==> src/rtl/signext_if.sv <==
// signext_if: instruction/opcode-class request bus and registered immediate result.
interface signext_if #(parameter int XLEN = 32);
  logic [31:0] instruct;
  logic [6:0] typ;
  logic [XLEN-1:0] out;
  modport master(output instruct, typ, input out);
  modport slave(input instruct, typ, output out);
endinterface

==> src/rtl/signext.sv <==
// signext: registered RISC-V immediate generator selecting the format by opcode class.
module signext #(
  parameter int XLEN = 32
) (
  input logic clk,
  input logic rst_n,
  signext_if.slave bus
);
  logic [31:0] i;
  logic [XLEN-1:0] imm;
  logic s;
  assign i = bus.instruct;
  assign s = i[31];
  // case rather than a ternary chain so an unknown typ falls to zero instead of merging
  always_comb begin
    imm = '0;
    case (bus.typ)
      7'b0010011, 7'b0000011, 7'b1100111: imm = {{(XLEN-12){s}}, i[31:20]};
      7'b0100011: imm = {{(XLEN-12){s}}, i[31:25], i[11:7]};
      7'b1100011: imm = {{(XLEN-13){s}}, i[31], i[7], i[30:25], i[11:8], 1'b0};
      7'b0110111, 7'b0010111: imm = {{(XLEN-32){s}}, i[31:12], 12'h000};
      7'b1101111: imm = {{(XLEN-21){s}}, i[31], i[19:12], i[20], i[30:21], 1'b0};
      default: imm = '0;
    endcase
  end
  always_ff @(posedge clk or negedge rst_n)
    if (!rst_n) bus.out <= '0;
    else bus.out <= imm;
endmodule

==> src/flat_wrapper.sv <==
// flat-port wrapper written by rule: the top's interface ports become plain ports
module signext_flat 
#(
  parameter int XLEN = 32
)
  (clk, rst_n, bus_instruct, bus_typ, bus_out);
  signext_if #(.XLEN(XLEN)) bus_i ();
  input logic clk;
  input logic rst_n;
  input wire logic [$bits(bus_i.instruct)-1:0] bus_instruct;
  input wire logic [$bits(bus_i.typ)-1:0] bus_typ;
  output wire logic [$bits(bus_i.out)-1:0] bus_out;
  assign bus_i.instruct = bus_instruct;
  assign bus_i.typ = bus_typ;
  assign bus_out = bus_i.out;
  signext #(.XLEN(XLEN)) u_core (.clk(clk), .rst_n(rst_n), .bus(bus_i));
endmodule
==> config.mk <==
export PLATFORM = sky130hd
export DESIGN_NAME = signext_flat
export DESIGN_NICKNAME = d
export VERILOG_FILES = /design/src/rtl/signext_if.sv /design/src/rtl/signext.sv /design/src/flat_wrapper.sv
export SDC_FILE = /design/constraint.sdc
export NUM_CORES = 1
export LEC_CHECK = 0
export ABC_AREA = 1
export CAP_MARGIN = 20
export CORE_UTILIZATION = 46
export CTS_BUF_LIST = sky130_fd_sc_hd__clkbuf_8
export DETAILED_ROUTE_END_ITERATION = 8
export PLACE_DENSITY = 0.92
export SKIP_CTS_REPAIR_TIMING = 1
export SYNTH_ARGS = -nofsm -noshare
export SYNTH_HDL_FRONTEND = slang
export SYNTH_SLANG_ARGS = --single-unit
export TNS_END_PERCENT = 30
==> constraint.sdc <==
create_clock -name clk -period 1.05 [get_ports clk]
set_clock_uncertainty 0.2 [all_clocks]
set_input_delay 0.105 -clock clk [delete_from_list [all_inputs] [get_ports clk]]
set_output_delay 0.105 -clock clk [all_outputs]
set_load 0.005 [all_outputs]
# [After elaboration in Yosys (flattened, before gate mapping)]
# Cells that the tools add are included.
[totals] register_bits=32 in_bits=41 output_inout_bits=32 word_cells=12
[op_classes] n_eq_ne=8 mux=1 n_reduce_logical=2
[op_table] cell="one-hot mux 32 bit (5 select lines)" count=1
[op_table] cell="== test 7 bit (second input constant)" count=3
[op_table] cell="== test 7 x 5 -> 1 bit (second input constant)" count=2
[op_table] cell="== test 7 x 6 -> 1 bit (second input constant)" count=2
[op_table] cell="== test 7 x 2 -> 1 bit (second input constant)" count=1
[op_table] cell="OR reduction 3 bit" count=1
[op_table] cell="OR reduction 2 bit" count=1

# [Longest topological paths before layout]
[depth] ltp_word=3 ltp_mapped=8 depth_no_buf=7

# [Worst setup path before layout]
# Ideal clock, no wire load.
[synth_path] kind="input to register" from="in bus_typ[3]" to="reg u_core.bus.out[19]" setup_time_ns=0.064 t_arrival_ns=0.858 t_required_ns=0.786 slack_ns=-0.072 path_stages=8 path_buffers=1 cell_sequence="inv_1 -> nand2_1 -> nor2_4 -> nand2_1 -> nand3_2 -> nand2_4 -> buf_6 -> nand2_2"
[synth_via] elab_chain_len=3 word_cells_on_any_way=11 cone_classes="eq/ne: 8; mux: 1; reduce/logical: 2"
[synth_lines] element="start, declared" line_no="flat_wrapper.sv:11" text="input wire logic [$bits(bus_i.typ)-1:0] bus_typ;"
[synth_lines] element="== test 7 x 5 -> 1 bit (tied with other cells)" line_no="signext.sv:17" text="case (bus.typ)"
[synth_lines] element="OR reduction 3 bit or OR reduction 2 bit (tied branches)" line_no="signext.sv:17"
[synth_lines] element="one-hot mux 32 bit (5 select lines) (*)" line_no="signext.sv:17"
[synth_lines] element="net u_core.imm[19]" line_no="signext.sv:10" text="logic [XLEN-1:0] imm;"
[synth_lines] element="end signal, assigned" line_no="signext.sv:28" text="else bus.out <= imm;"
[synth_lines] element="end, declared" line_no="signext_if.sv:7" text="modport slave(input instruct, typ, output out);"
# The timed path passes the listed nets; every way through them passes the cells marked *.

# [Final worst setup path]
[layout_path] from="reg u_core.bus.out[31]" to="out bus_out[31]"
[layout_rtl] element="end, declared" line_no="flat_wrapper.sv:12" text="output wire logic [$bits(bus_i.out)-1:0] bus_out;"
# No word-level cell between the ends.

==> flow_summary.toml <==
[setup_path]
endpoint_kind = "output port"
worst-path-stages = 1
timing.critical_path.slowest_cell_delay_ps = 390
criticalPathCategory = "flip-flop to output port"
critical_path.top_delay_family = "flip-flops"
cp_slowest_cell = "sky130_fd_sc_hd__dfrtp_1"
cp.buffers_inverters = 1
crit_chain = "clkbuf_2"
cp.arrival_ps = 800
critical_path_required_ps = 740
worst-path-max-fanout = 1
worst_setup_path_start_kind = "flip-flop"

[cts]
clkTransAtPathRegs_ps = 70
numClockSinks = 32
cts_tree = "built"
cts_inserted_buffers = 5
clock_tree.root_cell = "sky130_fd_sc_hd__clkbuf_8"
htreeDepth = 2
cts_max_path_buffers = 2

[pwr]
vdd.ir_drop.worst_v = 0.0005795
leak_pwr_nw = 1.550
power.density_cell_area_nw_per_um2 = 1178

[logic_synthesis]
syn_area_per_cell_sq_um = 8.012
syn_area_sq_um = 1570
ys_seq_area_frac = 0.5100
synth.lib_cells_used.distinct = 14
syn_inst = 196
synth_nets = 237
yosys_warnings = 0
ys_ff_latch = 32

[sta]
setup_viol = 35
timing_worst_slew_pin_value_ps = 334.9
timing.final.max_slew_violations = 0
min_period_ps = 1104
finalWorstSetupSlack_ps = -53.93
slew-limit-headroom = 0.7765
final_min_period_over_clock_period = 1.051
finalHoldWorstSlack_ps = -27.59
hold_fails_final_rpt = 13
maxClockFrequency_mhz = 905.9
setup_repair_after_global_routing_missed_its_margin = "yes"
fin_setup_tns_ps = -647.7

[cells_and_area]
synthToLayoutAreaGrowth_pct = 62.55
regMostFlops = "u_core.bus.out"
largest_registers = "u_core.bus.out x32"
final_cell_count_no_fill = 328
antennaDiodeCount = 0
multiInputGateArea_sq_um = 813.3
drive_gt1_frac = 0.3592
filler_cell_count = 195
largest_reg_flops = 32
final-seq-area_sq_um = 800.8
design.final.nets = 324

[place]
numPortBuffers = 65
globalplace.congestion = 0.8349
pre_cts_ws_ps = -809.2
placedCellCount = 313
post-dp-hpwl_mm = 2.893

[drt]
ant_nets = 0
detail_route.first_pass.iterations = 4
route.detailed.drc = 0
detailedRoute.firstIterationViolations = 90
route.vias.total = 1779
drt-vias-per-instance = 5.424
detail_route.wirelength_mm = 5.429
wire_per_inst_um = 16.55

[global_route]
grt-ovfl-total = 0
grt_first_pass_wirelength_mm = 6.630
grt_antenna_before_repair = 0
grt_util_all_layers = 0.2492
grt_max_degree = 29
grt_pass1_vias = 1546

[worst_hold_path]
holdCritPathClass = "primary input to async pin"

[floorplanning]
top_level_ports = 73
die_y_um = 60.43
die_area_sq_um = 3651
design.core.area_sq_um = 3153
initial_utilization = 0.4980
die_x_um = 60.43
placementRows = 20

[flow_run]
timing.max_cap.violations = 0

[outcome]
outcome = "complete, but fails checks"
violations = "negative hold slack, negative setup slack"
-- layout make-up --
class / instances / area share
Clock buffer: 7 / 0.03775
Clock inverter: 1 / 0.01176
Inverter: 26 / 0.05049
Multi-Input combinational cell: 139 / 0.3186
Sequential cell: 32 / 0.3137
Tap cell: 44 / 0.02157
Timing Repair Buffer: 79 / 0.2461
-- synthesized netlist by cell type --
cell type | number | share of area
sky130_fd_sc_hd__nand2_1 | 64 | 0.15
sky130_fd_sc_hd__dfrtp_1 | 32 | 0.51
sky130_fd_sc_hd__inv_1 | 25 | 0.060
sky130_fd_sc_hd__nand3_1 | 25 | 0.080
sky130_fd_sc_hd__nor2_1 | 17 | 0.041
sky130_fd_sc_hd__nand2_2 | 16 | 0.064
sky130_fd_sc_hd__o21ai_0 | 6 | 0.019
sky130_fd_sc_hd__buf_6 | 2 | 0.014
sky130_fd_sc_hd__nand2_4 | 2 | 0.014
sky130_fd_sc_hd__nand3_2 | 2 | 0.013
sky130_fd_sc_hd__nor2_4 | 2 | 0.014
sky130_fd_sc_hd__buf_2 | 1 | 0.0032
sky130_fd_sc_hd__inv_2 | 1 | 0.0024
sky130_fd_sc_hd__nor2_8 | 1 | 0.013
-- logic make-up (layout without fill, tap and decap cells) --
family          Yosys count  count (layout)  share of synthesized area
simple gates            129             133                     0.3912
flops                    32              32                     0.5100
buf+inv                  29             113                    0.07967
compound gates            6               6                    0.01912
-- stage by stage --
step / utilization / area, sq um / hold WS, ps / power, mW
finish: 0.8095 / 2552 / -27.59 / 3.007
global route: 0.8095 / 2552 / -2.752 / 3.068
global placement: 0.7702 / 2429 / 282.7 / 1.671
floorplan: - / 1647 / -390.6 / 1.396
CTS: 0.8103 / 2555 / -19.60 / 2.955
detailed placement: 0.7702 / 2429 / 279.1 / 1.684
-- where the power goes --
group	leakage [nW]	internal [mW]	switching (mW)
Combinational	1.04	0.205	0.223
Sequential	0.444	1.26	0.00763
Clock	0.0645	0.837	0.478
-- path summary, 6_finish.rpt --
path | start | to
min in group clk | bus_instruct[29] | u_core.bus.out[9]$_DFF_PN0_
setup / recovery | u_core.bus.out[31]$_DFF_PN0_ | bus_out[31]
max in group asynchronous | rst_n | u_core.bus.out[13]$_DFF_PN0_
hold / removal | rst_n | u_core.bus.out[5]$_DFF_PN0_
-- cell usage in the layout (no fill, tap or decap), types with 2 or more instances in the layout --
cell                              netlist  layout
sky130_fd_sc_hd__buf_12                 0       4
sky130_fd_sc_hd__buf_2                  1       2
sky130_fd_sc_hd__buf_4                  0       8
sky130_fd_sc_hd__buf_6                  2       2
sky130_fd_sc_hd__clkbuf_2               0      36
sky130_fd_sc_hd__clkbuf_8               0       7
sky130_fd_sc_hd__clkdlybuf4s50_1        0      24
sky130_fd_sc_hd__dfrtp_1               32      32
sky130_fd_sc_hd__dlymetal6s2s_1         0       2
sky130_fd_sc_hd__inv_1                 25      22
sky130_fd_sc_hd__nand2_1               64      58
sky130_fd_sc_hd__nand2_2               16      12
sky130_fd_sc_hd__nand2_4                2      13
sky130_fd_sc_hd__nand2_8                0       2
sky130_fd_sc_hd__nand3_1               25      24
sky130_fd_sc_hd__nand3_4                0       3
sky130_fd_sc_hd__nor2_1                17      13
sky130_fd_sc_hd__nor2_2                 0       3
sky130_fd_sc_hd__nor2_4                 2       3
sky130_fd_sc_hd__o21ai_0                6       2
sky130_fd_sc_hd__o21ai_1                0       4
-- per-layer routing --
metal | global-route usage | share of wire | vias to the layer above
met3 | 0.04904 | 0.073 | 34
met2 | 0.4239 | 0.51 | 121
met5 | 0 | 0 | -
met4 | 0.1656 | 0.056 | 0
li1 | - | - | 777
met1 | 0.2845 | 0.36 | 847
No activity file was read; power rests on OpenSTA's default activity.
